## src/rtl/ocx_dlx_tx_gbx_param.sv

```systemverilog
// DLX transmit gearbox: TX flit queue to 64b/66b PHY gearbox, 64- or 32-bit beats.
// Define OCX_DLX_TX_GBX_EDPL_EN to build the EDPL parity-in-header and inject logic.
module ocx_dlx_tx_gbx_param #(
    parameter int DATA_W = 64
) (
    input  logic              dlx_clk,
    input  logic              dlx_reset,
    input  logic              ctl_gb_train,
    input  logic              ctl_gb_tx_a_pattern,
    input  logic              ctl_gb_tx_b_pattern,
    input  logic              ctl_gb_tx_sync_pattern,
    input  logic              ctl_gb_tx_zeros,
    input  logic              orx_otx_train_failed,
    input  logic [DATA_W-1:0] que_gb_data,
    input  logic              que_gb_valid,
    output logic              que_gb_ready,
    input  logic              edpl_ena,
    input  logic              edpl_inj,
    output logic              qb_hwwe,
    output logic              gb_underrun,
    output logic [5:0]        dlx_phy_tx_seq,
    output logic [1:0]        dlx_phy_tx_header,
    output logic              dlx_phy_tx_hdr_valid,
    output logic [DATA_W-1:0] dlx_phy_tx_data
);
    localparam int BEATS = 64 / DATA_W;
    localparam logic [63:0] PAT_A    = 64'hFF00_FF00_FF00_FF00;
    localparam logic [63:0] PAT_B    = 64'hFF00_FF00_FFFF_0000;
    localparam logic [63:0] PAT_SYNC = 64'hFF00_FF00_FF00_00FF;

    typedef enum logic [1:0] {M_DATA = 2'd0, M_TRAIN = 2'd1, M_PAT = 2'd2, M_DIS = 2'd3} mode_e;

    logic              beat_q, beat_d;
    logic [5:0]        seq_q, seq_d;
    mode_e             mode_q, mode_d;
    logic [1:0]        hdr_q, hdr_d;
    logic [DATA_W-1:0] data_q, data_d;
    logic [5:0]        seq_out_q, seq_out_d;
    logic              hv_q, hv_d;
    logic              uf_q, uf_d;

    logic              first_beat_s, last_beat_s, pause_s;
    mode_e             mode_in_s, mode_cur_s;
    logic [5:0]        rot_sh_s;
    logic [63:0]       pat_s, rot_s, pay_s;
    logic [DATA_W-1:0] pat_word_s, beat_data_s;

`ifdef OCX_DLX_TX_GBX_EDPL_EN
    logic par_q, par_d, t_q, t_d, inj_q, inj_d, inj_prev_q, hwwe_q, rise_s;
    assign rise_s = edpl_ena & edpl_inj & ~inj_prev_q;
    assign qb_hwwe = hwwe_q;
`else
    logic unused_edpl_s;
    assign unused_edpl_s = edpl_ena ^ edpl_inj;
    assign qb_hwwe = 1'b0;
`endif

    assign first_beat_s = ~beat_q;
    assign last_beat_s  = (BEATS == 1) ? 1'b1 : beat_q;
    assign pause_s      = (seq_q == 6'd32);

    // Requested mode by priority; only sampled on beat 0, then held for the block
    always_comb begin
        mode_in_s = M_DATA;
        if (ctl_gb_tx_zeros | orx_otx_train_failed) begin
            mode_in_s = M_DIS;
        end else if (ctl_gb_tx_a_pattern | ctl_gb_tx_b_pattern | ctl_gb_tx_sync_pattern) begin
            mode_in_s = M_PAT;
        end else if (ctl_gb_train) begin
            mode_in_s = M_TRAIN;
        end else begin
            mode_in_s = M_DATA;
        end
    end

    assign mode_cur_s   = first_beat_s ? mode_in_s : mode_q;
    assign que_gb_ready = ~dlx_reset & ~pause_s & ((mode_cur_s == M_DATA) | (mode_cur_s == M_TRAIN));

    // Training pattern rotated by two bits per block; the header takes the top two bits
    assign pat_s      = ctl_gb_tx_sync_pattern ? PAT_SYNC : (ctl_gb_tx_b_pattern ? PAT_B : PAT_A);
    assign rot_sh_s   = {seq_q[4:0], 1'b0};
    assign rot_s      = (pat_s << rot_sh_s) | (pat_s >> (7'd64 - {1'b0, rot_sh_s}));
    assign pay_s      = {rot_s[61:0], rot_s[63:62]};
    assign pat_word_s = first_beat_s ? pay_s[63 -: DATA_W] : pay_s[DATA_W-1:0];
    assign beat_data_s = que_gb_valid ? que_gb_data : {DATA_W{1'b0}};

    // Counters, per-beat output selection and EDPL header encoding
    always_comb begin
        beat_d    = (BEATS > 1) ? ~beat_q : 1'b0;
        seq_d     = seq_q;
        mode_d    = mode_cur_s;
        hdr_d     = hdr_q;
        data_d    = data_q;
        seq_out_d = seq_q;
        hv_d      = first_beat_s;
        uf_d      = 1'b0;
`ifdef OCX_DLX_TX_GBX_EDPL_EN
        par_d = par_q;
        t_d   = t_q;
        inj_d = inj_q | rise_s;
`endif
        if (last_beat_s) begin
            seq_d = pause_s ? 6'd0 : seq_q + 6'd1;
        end else begin
            seq_d = seq_q;
        end

        // The pause block leaves header, data and EDPL state untouched
        if (!pause_s) begin
            case (mode_cur_s)
                M_DIS: begin
                    data_d = {DATA_W{1'b0}};
                    hdr_d  = 2'b00;
`ifdef OCX_DLX_TX_GBX_EDPL_EN
                    par_d = 1'b0;
                    t_d   = 1'b0;
`endif
                end
                M_PAT: begin
                    data_d = pat_word_s;
                    if (first_beat_s) hdr_d = rot_s[63:62];
                    else              hdr_d = hdr_q;
`ifdef OCX_DLX_TX_GBX_EDPL_EN
                    par_d = 1'b0;
`endif
                end
                M_TRAIN: begin
                    data_d = beat_data_s;
                    uf_d   = ~que_gb_valid;
                    if (first_beat_s) hdr_d = 2'b10;
                    else              hdr_d = hdr_q;
`ifdef OCX_DLX_TX_GBX_EDPL_EN
                    par_d = 1'b0;
`endif
                end
                M_DATA: begin
                    data_d = beat_data_s;
                    uf_d   = ~que_gb_valid;
`ifdef OCX_DLX_TX_GBX_EDPL_EN
                    par_d = (first_beat_s ? 1'b0 : par_q) ^ (^beat_data_s);
                    if (first_beat_s && edpl_ena) begin
                        if (par_q ^ inj_q) begin
                            hdr_d = {t_q, t_q};
                            t_d   = ~t_q;
                        end else begin
                            hdr_d = 2'b01;
                        end
                        inj_d = rise_s;
                    end else if (first_beat_s) begin
                        hdr_d = 2'b01;
                    end else begin
                        hdr_d = hdr_q;
                    end
`else
                    if (first_beat_s) hdr_d = 2'b01;
                    else              hdr_d = hdr_q;
`endif
                end
                default: begin
                    data_d = {DATA_W{1'b0}};
                    hdr_d  = 2'b00;
                end
            endcase
        end else begin
            data_d = data_q;
        end
    end

    // Gearbox state and registered PHY outputs
    always_ff @(posedge dlx_clk or posedge dlx_reset) begin
        if (dlx_reset) begin
            beat_q    <= 1'b0;
            seq_q     <= 6'd0;
            mode_q    <= M_DATA;
            hdr_q     <= 2'b00;
            data_q    <= {DATA_W{1'b0}};
            seq_out_q <= 6'd0;
            hv_q      <= 1'b0;
            uf_q      <= 1'b0;
        end else begin
            beat_q    <= beat_d;
            seq_q     <= seq_d;
            mode_q    <= mode_d;
            hdr_q     <= hdr_d;
            data_q    <= data_d;
            seq_out_q <= seq_out_d;
            hv_q      <= hv_d;
            uf_q      <= uf_d;
        end
    end

`ifdef OCX_DLX_TX_GBX_EDPL_EN
    // EDPL parity accumulator, odd-parity toggle and inject tracking
    always_ff @(posedge dlx_clk or posedge dlx_reset) begin
        if (dlx_reset) begin
            par_q      <= 1'b0;
            t_q        <= 1'b0;
            inj_q      <= 1'b0;
            inj_prev_q <= 1'b0;
            hwwe_q     <= 1'b0;
        end else begin
            par_q      <= par_d;
            t_q        <= t_d;
            inj_q      <= inj_d;
            inj_prev_q <= edpl_ena & edpl_inj;
            hwwe_q     <= rise_s;
        end
    end
`endif

    assign dlx_phy_tx_seq       = seq_out_q;
    assign dlx_phy_tx_header    = hdr_q;
    assign dlx_phy_tx_hdr_valid = hv_q;
    assign dlx_phy_tx_data      = data_q;
    assign gb_underrun          = uf_q;

endmodule
```

## config.mk

```make
export PLATFORM = sky130hd
export DESIGN_NAME = ocx_dlx_tx_gbx_param
export DESIGN_NICKNAME = d
export VERILOG_FILES = /design/src/rtl/ocx_dlx_tx_gbx_param.sv
export SDC_FILE = /design/constraint.sdc
export NUM_CORES = 1
export LEC_CHECK = 0
export BUFFER_PORTS_ARGS = -buffer_cell sky130_fd_sc_hd__clkbuf_2
export CAP_MARGIN = 20
export CORE_MARGIN = 2
export CORE_UTILIZATION = 54
export DETAILED_ROUTE_END_ITERATION = 8
export MAX_ROUTING_LAYER = met4
export PLACE_DENSITY = 0.82
export SYNTH_ARGS = -nofsm -noshare
export SYNTH_HDL_FRONTEND = slang
export SYNTH_SLANG_ARGS = --single-unit
```

## constraint.sdc

```tcl
create_clock -name dlx_clk -period 3.8 [get_ports dlx_clk]
set_clock_uncertainty 0.15 [all_clocks]
set_input_delay 0.38 -clock dlx_clk [delete_from_list [all_inputs] [get_ports dlx_clk]]
set_output_delay 0.38 -clock dlx_clk [all_outputs]
set_load 0.05 [all_outputs]
```

== Word level (Yosys, flattened, before mapping) ==
Cells that the tools add are included.
Word-level totals
  register bits after elaboration: 80
  input port bits: 75
  output and inout bits: 76
  logic and storage cells: 37
Cells by class
  add/subtract/negate cells: 2
  equal/unequal tests: 4
  shift operators: 2
  muxes and demuxes: 11
  bitwise operators: 10
  reductions and logical operators: 2
Operators with widths (number)
  one-hot mux 64 bit (3 select lines): 1
  2-to-1 mux 64 bit: 1
  OR 64 bit: 1
  left shift 64 x 6 -> 64 bit: 1
  >> shifter 64 x 7 -> 64 bit: 1
  2-to-1 mux 24 bit: 2
  one-hot mux 2 bit (4 select lines): 1
  subtractor 7 x 6 -> 7 bit, first input constant: 1
  adder 6 x 1 -> 6 bit, second input constant: 1
  equality test 6 bit, second input constant: 1
  2-to-1 mux 6 bit: 1
  equality test 2 bit, second input constant: 2
  2-to-1 mux 2 bit: 2
  OR 1 bit: 4
  2-to-1 mux 1 bit: 3
  NOT 1 bit: 3
  bitwise AND 1 bit: 2
  equality test 2 x 1 -> 1 bit, second input constant: 1
  logical NOT 2 bit: 1
  OR reduction 2 bit: 1

== Depth between registers and ports, before layout ==
Gate-level depths: netlist of the first run.
  word-level depth: 8
  depth in mapped cells: 13
  gate-level depth less buffers: 8

== Worst setup path after synthesis of the first run ==
No wires, ideal clock.
  path kind: reg-to-output
  start point: register seq_q[0], in the netlist seq_out_d[0]
  end point: output port que_gb_ready
  data arrival time: 2.977 ns
  required time: 3.270 ns
  setup slack: 0.293 ns
  cell stages (with the launch flop): 10
  buffers on the path: 3
  cell sequence: dfrtp_1 > buf_2 > clkbuf_1 > inv_1 > ha_1 > buf_2 > nor4b_4 > nand2_1 > nand2_1 > nor3_1
On the way
  word-level cells in the longest chain between the ends: 4
RTL lines
  from (decl): RTL line 34  | logic [5:0] seq_q, seq_d;
  from (signal assigned): RTL line 182  | seq_q <= seq_d;
  equality test 6 bit: RTL line 60  | assign pause_s = (seq_q == 6'd32);
  NOT 1 bit: RTL line 77  | assign que_gb_ready = ~dlx_reset & ~pause_s & ((mode_cur_s == M_DATA) | (mode_cur_s == M_TRAIN));
  bitwise AND 1 bit (2 in series): RTL line 77
  to (decl): RTL line 16  | output logic que_gb_ready,
Every way passes these cells.

== Worst setup path after layout of the first run ==
  start point: register seq_q[1], in the netlist seq_out_d[1]
  end point: output port que_gb_ready
Same word-level chain as after synthesis.

==> impl_metrics.csv, run 1 <==
group,metric,value,unit
status,run_status,"finished clean",
placement,finalWeightedCongestion,1.023,
timing,setup_slack,459.6,ps
logic_synthesis,post_synth_instance_area,5603,sq um
worst_setup_path,crit_path_end_kind,"output pin",
clocking,cts.htree.levels,3,
logic_synthesis,synth_top_area_cell,"sky130_fd_sc_hd__dfrtp_1",
die,io_pins,151,
logic_synthesis,netlist.area_leader.share,35.73,%
logic_synthesis,synth-edff-count,0,
placement,place.port_buffers,147,
logic_synthesis,synthTopCellsByArea,"sky130_fd_sc_hd__dfrtp_1 36%, sky130_fd_sc_hd__a21oi_1 8.8%, sky130_fd_sc_hd__nand2_1 4.7%",
placement,dpl_worst_slack,646.5,ps
clocking,clk_tree_root_cell,"sky130_fd_sc_hd__clkbuf_8",
power_and_ir_drop,p_leak,3.108,nW
grt,antenna_found_initial,0,
route,drt.antenna.violating_nets,0,
placement,detailedPlacementHpwl,14910,um
logic_synthesis,synth_async_sr_flop_share,100.0,%
timing,max_freq,299.4,MHz
logic_synthesis,synth_seq_area_share,35.73,%
clocking,insertion_delay,380,ps
route,avgRoutedWirePerCell,22.02,um
logic_synthesis,synthTopCellsByCount,"99 x sky130_fd_sc_hd__a21oi_1, 80 x sky130_fd_sc_hd__dfrtp_1, 70 x sky130_fd_sc_hd__nand2_1, 49 x sky130_fd_sc_hd__nor2_1, 34 x sky130_fd_sc_hd__o21ai_0",
die,rows,37,
logic_synthesis,synth_mux_area_share,1.831,%
clocking,cts_inserted_buffers,9,
grt,pin_count_of_the_biggest_net_entering_global_routing,67,
logic_synthesis,synth_nets,771,
grt,grt_overflow,0,
final_layout,drive_gt1_share,25.62,%
worst_setup_path,cp_data_arrival_time,2810,ps
power_and_ir_drop,power.ir.vdd_worst,179.7,uV
placement,placement.cell_area,6397,sq um
power_and_ir_drop,power_density,275.8,nW/um^2
logic_synthesis,synthSimpleGateAreaFrac,19.50,%
clocking,cts.sink_count,80,
timing,maxSlewHeadroom,29.56,%
clocking,cts_tree,"done",
logic_synthesis,synth.most_common_cell,"sky130_fd_sc_hd__a21oi_1",
clocking,clock_tree.buffer_depth,2,
route,num_vias,6318,
timing,setup_total_negative_slack,0,ps
grt,first_global_vias,5750,
route,routed_wirelength,20780,um
timing,final_count_of_negative_setup_slack_endpoints,0,
route,drt-vias-per-instance,6.693,
die,floorplan.die.height,105.9,um
timing,rsz0062_at_grt,"no",
final_layout,final_design_area_no_fill,6659,sq um
die,die_width,105.9,um
worst_hold_path,hold_class,"in2reg",
die,die_area,11210,sq um
worst_setup_path,critical_path_peak_fanout,16,
final_layout,synthToLayoutAreaGrowth,18.85,%
route,drt_iter0_drc,893,
timing,min_period,3340,ps
logic_synthesis,ys_dominant_reg_cell,"sky130_fd_sc_hd__dfrtp_1",
die,initial_utilization,55.01,%
final_layout,antenna_cells_inserted,0,
final_layout,layout.core_utilization,65.38,%
grt,grt_pass1_wl,31800,um
timing,finalHoldViolations,0,
worst_setup_path,crit_path_start_kind,"flop",
power_and_ir_drop,power,1.837,mW
logic_synthesis,postSynthAreaPerCell,8.144,sq um
logic_synthesis,synth_top_family_by_area,"compound AO/OA/AOI/OAI gates",
flow_run,max_cap_viol_count,0,
logic_synthesis,synth.distinct_cells,73,
logic_synthesis,synth_xor_xnor_area_share,2.501,%
logic_synthesis,yosys_register_bits,80,
grt,globalRouteTotalUtil,37.66,%
logic_synthesis,syn_inst,688,
timing,finalMaxSlewViolations,0,
clocking,clock_edge_transition_at_the_registers_on_the_reported_setup_and_hold_paths,90,ps
route,drt_drc_violations_left,0,
route,dr.pass1.iters,8,
timing,final.period_utilization,87.91,%
worst_setup_path,crit_required,3270,ps
worst_setup_path,critical_path_class,"reg2out",
die,core_area,10180,sq um
logic_synthesis,synth-compound-area-share,31.93,%
logic_synthesis,synth_adder_area_share,2.144,%
final_layout,final_net_count,886,
logic_synthesis,yosysWarningCount,0,
timing,worst_slew_pin_slew,1048,ps
==> repair_timing <==
item,4_1_cts,5_1_grt
hold buffers,0,1
setup buffers,0,0
endpoints found under the hold margin,0,18
resized for setup,0,0
==> registers in the layout (all words and copies together) (netlist names) <==
signal / count
gb_underrun: 1
dlx_phy_tx_seq: 6
dlx_phy_tx_hdr_valid: 1
dlx_phy_tx_data: 64
dlx_phy_tx_header: 2
seq_out_d: 6
==> power breakdown <==
part,total (mW),internal (mW),switching [mW]
registers,0.878,0.868,0.00979
clock network,0.689,0.331,0.358
logic,0.270,0.0840,0.186
==> final cells by class <==
type,instances,area (sq um)
clock buffers,10,137.6
fillers,883,3526
multi-input cells,529,3253
inverters,10,38.79
clock inverters,6,75.07
repair buffers,173,982.2
well taps,136,170.2
flip-flops and latches,80,2002
==> cell usage in the layout, fill, tap and decap left out, types with 5 or more instances in the layout <==
| master | instances |
|---|---|
| sky130_fd_sc_hd__nor2b_1 | 9 |
| sky130_fd_sc_hd__nor2_1 | 49 |
| sky130_fd_sc_hd__nand2b_1 | 10 |
| sky130_fd_sc_hd__and2_1 | 5 |
| sky130_fd_sc_hd__clkbuf_8 | 10 |
| sky130_fd_sc_hd__o221ai_1 | 7 |
| sky130_fd_sc_hd__buf_4 | 21 |
| sky130_fd_sc_hd__a211oi_1 | 7 |
| sky130_fd_sc_hd__nand3_1 | 31 |
| sky130_fd_sc_hd__o21ai_0 | 34 |
| sky130_fd_sc_hd__a31oi_1 | 23 |
| sky130_fd_sc_hd__a21oi_1 | 99 |
| sky130_fd_sc_hd__a211o_1 | 5 |
| sky130_fd_sc_hd__inv_1 | 8 |
| sky130_fd_sc_hd__xnor2_1 | 14 |
| sky130_fd_sc_hd__mux2i_1 | 8 |
| sky130_fd_sc_hd__nor3_1 | 18 |
| sky130_fd_sc_hd__ha_1 | 8 |
| sky130_fd_sc_hd__a221o_1 | 23 |
| sky130_fd_sc_hd__a21o_1 | 5 |
| sky130_fd_sc_hd__clkbuf_2 | 147 |
| sky130_fd_sc_hd__o31ai_1 | 10 |
| sky130_fd_sc_hd__nand2_1 | 70 |
| sky130_fd_sc_hd__o211ai_1 | 11 |
| sky130_fd_sc_hd__dfrtp_1 | 80 |
| sky130_fd_sc_hd__a22o_1 | 5 |
==> per-layer routing <==
layer  part of all wire [%]  routed length [um]  track usage, %
met1                     40                8401           50.97
met2                     45                9447           56.50
met4                    3.4                 702           15.60
met5                      0                   0               -
met3                     11                2231           5.999
==> critical path, cell delays in order (launching register included) <==
cell and delay [ps]:
sky130_fd_sc_hd__dfrtp_1 380, sky130_fd_sc_hd__inv_1 290, sky130_fd_sc_hd__ha_1 230, sky130_fd_sc_hd__buf_4 220, sky130_fd_sc_hd__nor4b_4 400, sky130_fd_sc_hd__nand2_1 230, sky130_fd_sc_hd__nand2_1 350, sky130_fd_sc_hd__nor3_1 90
sky130_fd_sc_hd__clkbuf_2 250
==> kinds of logic (layout without fill, tap and decap cells) <==
group	Yosys count	after routing
adders and majority gates	10	10
buffers and inverters	79	199
DFF	80	80
AOI/OAI and AO/OA	269	269
muxes	10	10
xor gates and xnor gates	16	16
and+or+nand+nor	222	222
other	2	2
==> path summary, 6_finish.rpt <==
kind | from | end | slack (ps) | cells after the start
min in group asynchronous | dlx_reset | dlx_phy_tx_data[52] | 360 | 3
worst min-delay path | que_gb_valid | gb_underrun | 50 | 2
worst min register to register | dlx_phy_tx_data[44] | dlx_phy_tx_data[44] | 340 | 2
worst max register to register | seq_out_d[1] | dlx_phy_tx_data[53] | 550 | 8
worst max-delay path | seq_out_d[1] | que_gb_ready | 460 | 8
max in group asynchronous | dlx_reset | seq_out_d[1] | 2590 | 4
==> through the flow <==
step,cells,hold slack [ps]
floorplan,688,198.7
global placement,925,314.3
detailed placement,925,320.4
CTS,941,33.47
global route,944,49.82
finish,944,46.36
No activity file was read; power rests on OpenSTA's default activity.
==> run 2, diff against run 1 <==
- CORE_UTILIZATION: 54 -> 58
- CTS_CLUSTER_SIZE: default -> 28
- PLACE_DENSITY: 0.82 -> 0.87
- clock period: 3.8 -> 4.1 ns (I/O delays scaled with it)
==> run 2 against run 1 <==
  * Final cell count down 0.42%
  * Setup slack got worse by 29 ps
  * Register-to-register slack better by 300 ps
  * Core utilization rose by 5.9 points
  * Sequential share of layout area is essentially flat
  * Final area is 0.15% lower
  * Sequential power is 7.3% lower
  * Via count rose by 2.2%
  * Critical path type unchanged
  * Die area is 6.6% lower
  * First-iteration DRC count down 7.4%
  * Total power is 2.8% lower
  * Hold slack improved by 37 ps
==> impl_metrics.csv, run 2 (same netlist as run 1, synthesis figures left out) <==
group,metric,value,unit
die,floorplan.die.height,102.3,um
grt,grt_overflow,0,
route,avgRoutedWirePerCell,22.92,um
grt,antenna_found_initial,0,
clocking,clock_edge_transition_at_the_registers_on_the_reported_setup_and_hold_paths,110,ps
final_layout,filler_cell_count,742,
worst_hold_path,hold_class,"in2reg",
final_layout,largest_register_ff_count,64,
route,num_vias,6460,
clocking,post_cts_buffers,0,
worst_setup_path,timing.critical_path.slowest_stage_cell,"sky130_fd_sc_hd__dfrtp_1",
grt,pin_count_of_the_biggest_net_entering_global_routing,54,
status,run_status,"finished clean",
clocking,cts.htree.levels,3,
worst_setup_path,critical_path.cell_chain,"buf_4, nor4b_4, nand2_1, nand2_1, nor3_1, clkbuf_2",
route,routed_wirelength,21550,um
final_layout,final_cell_mix,"147 x sky130_fd_sc_hd__clkbuf_2, 99 x sky130_fd_sc_hd__a21oi_1, 80 x sky130_fd_sc_hd__dfrtp_1, 70 x sky130_fd_sc_hd__nand2_1, 49 x sky130_fd_sc_hd__nor2_1",
timing,final.period_utilization,89.51,%
worst_setup_path,cp_data_arrival_time,3110,ps
final_layout,final_net_count,889,
die,die_area,10460,sq um
clocking,cts-resized-gates,0,
route,drt.antenna.violating_nets,0,
timing,finalHoldViolations,0,
final_layout,antenna_cells_inserted,0,
clocking,cts_tree,"done",
power_and_ir_drop,power.ir.vdd_worst,228.9,uV
worst_setup_path,crit_path_end_kind,"output pin",
grt,grt_pass1_wl,32950,um
route,dr_wl_met2,9742,um
worst_setup_path,critical_path_peak_fanout,39,
clocking,insertion_delay,380,ps
timing,hold_ws,83.53,ps
timing,setup_slack,430.2,ps
timing,finalMaxSlewViolations,0,
route,route.met3.wl,2420,um
route,drt_drc_violations_left,0,
clocking,cts_inserted_buffers,9,
route,drt-vias-per-instance,6.872,
route,dr.pass1.iters,6,
timing,maxSlewHeadroom,38.33,%
grt,first_global_vias,6016,
power_and_ir_drop,power,1.786,mW
placement,finalWeightedCongestion,1.043,
clocking,cts.sink_count,80,
power_and_ir_drop,power_density,268.6,nW/um^2
timing,rsz0062_at_grt,"no",
timing,final_count_of_negative_setup_slack_endpoints,0,
worst_setup_path,cpPeakStageDelay,650,ps
final_layout,synthToLayoutAreaGrowth,18.67,%
route,top_layer,"met4",
die,die_width,102.3,um
worst_setup_path,crit_path_start_kind,"flop",
worst_setup_path,critical_path_class,"reg2out",
timing,max_freq,272.5,MHz
die,core_area,9328,sq um
die,io_pins,151,
power_and_ir_drop,p_leak,3.119,nW
final_layout,drive_gt1_share,25.89,%
placement,place.port_buffers,147,
worst_setup_path,critical_path.most_common_cell,"sky130_fd_sc_hd__nand2_1",
clocking,clock_tree.buffer_depth,2,
clocking,clk_tree_root_cell,"sky130_fd_sc_hd__clkbuf_8",
route,wirelength_met1,8295,um
timing,setup_total_negative_slack,0,ps
flow_run,max_cap_viol_count,0,
die,rows,35,
timing,min_period,3670,ps
placement,dpl_worst_slack,962.6,ps
route,drt_iter0_drc,827,
grt,globalRouteTotalUtil,42.36,%
die,initial_utilization,60.07,%
timing,worst_slew_pin_slew,918.4,ps
placement,detailedPlacementHpwl,15260,um
final_layout,final_common_cell,"sky130_fd_sc_hd__clkbuf_2",
worst_setup_path,crit_required,3540,ps
-- run 2: through the flow --
| step | utilization (%) | instances | instance area (sq um) |
|---|---|---|---|
| 6_report | 71.28 | 940 | 6649 |
| 4_1_cts | 71.16 | 939 | 6638 |
| 3_3_place_gp | 68.54 | 922 | 6394 |
| 3_5_place_dp | 68.54 | 922 | 6394 |
| 2_1_floorplan | - | 688 | 5603 |
| 5_1_grt | 71.28 | 940 | 6649 |
-- run 2: critical path: cells and delay by family (launching register included) --
family        cells  cell delay, ps
simple gates      4            1230
buf+inv           2             850
flops             1             650
-- run 2: area by class of cell --
cell class | count | area [sq um] | area share, %
clock buffers | 9 | 123.9 | 1.863
clock inverters | 7 | 110.1 | 1.656
inverters | 10 | 38.79 | 0.5834
multi-input cells | 529 | 3253 | 48.93
flip-flops and latches | 80 | 2002 | 30.11
well taps | 129 | 161.4 | 2.428
repair buffers | 176 | 959.7 | 14.43
-- run 2: layer usage --
metal	vias to the layer above	GRT usage (%)
li1	2800	-
met2	506	65.23
met3	108	7.387
met4	0	19.08
met1	3046	54.73
met5	-	-
-- run 2: worst paths after layout --
| kind | startpoint | end | slack (ps) | cells after the start |
|---|---|---|---|---|
| min in group asynchronous | dlx_reset | dlx_phy_tx_data[53] | 480 | 3 |
| hold reg to reg | dlx_phy_tx_data[57] | dlx_phy_tx_data[57] | 350 | 2 |
| hold / removal | que_gb_valid | gb_underrun | 80 | 2 |
| setup / recovery | seq_out_d[3] | que_gb_ready | 430 | 6 |
| setup reg to reg | seq_out_d[1] | dlx_phy_tx_data[30] | 850 | 8 |
| max in group asynchronous | dlx_reset | dlx_phy_tx_data[39] | 2310 | 4 |
-- run 2: power breakdown --
part,switching [mW],internal (mW),leakage (nW)
combinational,0.175,0.0769,1.93
clock,0.362,0.358,0.116
sequential,0.00943,0.805,1.08
total,0.546,1.24,3.12
-- run 2: what timing repair did --
item	in CTS	in global routing
setup endpoints to repair	0	0
endpoints found under the hold margin	32	0
hold buffers	1	0
==> run 3, diff against run 2 <==
- CORE_ASPECT_RATIO: default -> 0.7
==> run 3 against run 2 <==
  * Count of clock-buffer cells in the layout unchanged
  * First-iteration DRC count is 5.7% higher
  * Fmax shrank 2.9%
  * Critical endpoint unchanged
  * Clock power rose by 26%
  * Largest power group is now clock
==> impl_metrics.csv, run 3 (same netlist as run 1, synthesis figures left out) <==
group,metric,value,unit
status,run_status,"finished clean",
timing,setup_total_negative_slack,0,ps
clocking,cts_tree,"done",
final_layout,filler_cell_count,719,
route,drt_drc_violations_left,0,
clocking,insertion_delay,350,ps
flow_run,max_cap_viol_count,0,
final_layout,drive_gt1_share,25.56,%
placement,dpl_worst_slack,634.6,ps
grt,globalRouteTotalUtil,41.80,%
final_layout,antenna_cells_inserted,0,
final_layout,final_design_area_no_fill,6701,sq um
worst_setup_path,crit_required,3540,ps
clocking,post_cts_buffers,0,
final_layout,synthToLayoutAreaGrowth,19.61,%
power_and_ir_drop,power_density,294.2,nW/um^2
power_and_ir_drop,power,1.971,mW
clocking,cts.sink_count,80,
power_and_ir_drop,clock_power_share,46.0,%
timing,hold_ws,31.80,ps
final_layout,final_common_cell,"sky130_fd_sc_hd__clkbuf_2",
timing,maxSlewHeadroom,25.07,%
die,initial_utilization,60.79,%
placement,place.port_buffers,147,
worst_setup_path,timing.rr.start,"seq_out_d[1]",
clocking,clk_tree_root_cell,"sky130_fd_sc_hd__clkbuf_16",
route,dr.pass1.iters,6,
power_and_ir_drop,p_leak,3.144,nW
clocking,cts_inserted_buffers,9,
route,drt-vias-per-instance,6.803,
timing,setup_slack,321.6,ps
final_layout,largest_register_ff_count,64,
worst_setup_path,rr_worst_depth,9,
placement,finalWeightedCongestion,1.062,
grt,grt_overflow,0,
clocking,clock_edge_transition_at_the_registers_on_the_reported_setup_and_hold_paths,70,ps
die,die_area,10470,sq um
power_and_ir_drop,internal-power,1.427,mW
die,core_area,9216,sq um
timing,finalMaxSlewViolations,0,
timing,rsz0062_at_grt,"no",
route,routed_wirelength,21240,um
worst_setup_path,crit_path_end_kind,"output pin",
worst_setup_path,cp_data_arrival_time,3220,ps
power_and_ir_drop,comb_power_share,12.7,%
grt,first_global_vias,5817,
timing,worst_slew_pin_slew,1123,ps
worst_setup_path,critical_path_peak_fanout,17,
final_layout,layoutNonFillerInstCount,930,
grt,use_met3,13.55,%
grt,pin_count_of_the_biggest_net_entering_global_routing,59,
timing,max_freq,264.7,MHz
grt,grt_pass1_wl,32290,um
power_and_ir_drop,netSwitchingFraction,27.63,%
timing,final_count_of_negative_setup_slack_endpoints,0,
grt,antenna_found_initial,0,
worst_hold_path,hold_class,"in2async",
placement,placement.cell_area,6365,sq um
timing,min_period,3778,ps
timing,finalHoldViolations,0,
clocking,cts-resized-gates,0,
final_layout,area.sequential,2002,sq um
power_and_ir_drop,power_dissipated_by_switching_net_loads,544.6,uW
die,die_width,121.5,um
placement,dpl.cell_count,914,
final_layout,area_of_combinational_cells_with_multiple_inputs,3253,sq um
grt,global_route.usage.met1,55.99,%
clocking,clock_tree.buffer_depth,2,
route,drt_iter0_drc,874,
die,io_pins,151,
clocking,cts.htree.levels,3,
final_layout,final_cell_mix,"147 x sky130_fd_sc_hd__clkbuf_2, 99 x sky130_fd_sc_hd__a21oi_1, 80 x sky130_fd_sc_hd__dfrtp_1, 70 x sky130_fd_sc_hd__nand2_1, 49 x sky130_fd_sc_hd__nor2_1",
die,floorplan.die.height,86.23,um
worst_setup_path,critical_path_class,"reg2out",
final_layout,layout.core_utilization,72.71,%
placement,detailedPlacementHpwl,15230,um
clocking,cts.hold.buffers_added,0,
worst_setup_path,crit_path_start_kind,"flop",
power_and_ir_drop,power.ir.vdd_worst,184.6,uV
power_and_ir_drop,power.sequential.fraction,41.4,%
grt,global_route.peak_usage_layer,"met2",
grt,global_route_met2_usage,59.65,%
route,avgRoutedWirePerCell,22.84,um
final_layout,final_net_count,884,
die,rows,29,
timing,final.period_utilization,92.16,%
route,drt.antenna.violating_nets,0,
worst_setup_path,crit-reg2reg-capture,"dlx_phy_tx_data[28]",
route,num_vias,6327,
worst_setup_path,internal_reg_to_reg_setup_slack,490,ps
-- run 3: cell types whose count changed in the layout (fill, tap and decap cells not counted), sizes merged --
cell / change
buf: -4
clkinv: +2
clkinvlp: -1
dlygate4sd3: -1
inv: -1
-- run 3: worst max path at each step --
| stage | start | slack (ps) | endpoint | cells past startpoint |
|---|---|---|---|---|
| after global routing | seq_out_d[1] | 250 | que_gb_ready | 7 |
| final | seq_out_d[1] | 320 | que_gb_ready | 7 |
| after detailed placement | seq_out_d[1] | 630 | dlx_phy_tx_data[28] | 9 |
| after CTS | seq_out_d[1] | 490 | que_gb_ready | 7 |
| after global placement | seq_out_d[1] | 800 | dlx_phy_tx_data[28] | 9 |
| after floorplan | seq_out_d[0] | 560 | que_gb_ready | 9 |
-- run 3: area by class of cell --
type	count	area share [%]
Tap cell	124	2.315
Timing Repair Buffer	171	13.67
Clock buffer	9	3.361
Sequential cell	80	29.87
Inverter	10	0.5788
Multi-Input combinational cell	529	48.54
Clock inverter	7	1.662
-- run 3: metal layers --
metal,vias to the layer above,share of wire [%]
met1,2973,39
met4,0,2.6
met2,492,44
li1,2790,-
met5,-,0
met3,72,14
-- run 3: critical path, cell delays in order, from the launching register on --
cell and delay, ps:
sky130_fd_sc_hd__dfrtp_1 380, sky130_fd_sc_hd__inv_1 280, sky130_fd_sc_hd__ha_1 630, sky130_fd_sc_hd__nor4b_4 510
sky130_fd_sc_hd__nand2_1 260, sky130_fd_sc_hd__nand2_1 430, sky130_fd_sc_hd__nor3_1 110, sky130_fd_sc_hd__clkbuf_2 260
-- run 3: power by group through the flow --
stage / Sequential, mW / Clock (mW) / Combinational (mW)
6_report: 0.815 / 0.906 / 0.250
5_1_grt: 0.816 / 0.951 / 0.266
4_1_cts: 0.815 / 0.911 / 0.245
3_5_place_dp: 0.830 / 0 / 0.243
3_3_place_gp: 0.828 / 0 / 0.239
2_1_floorplan: 0.885 / 0 / 0.0963
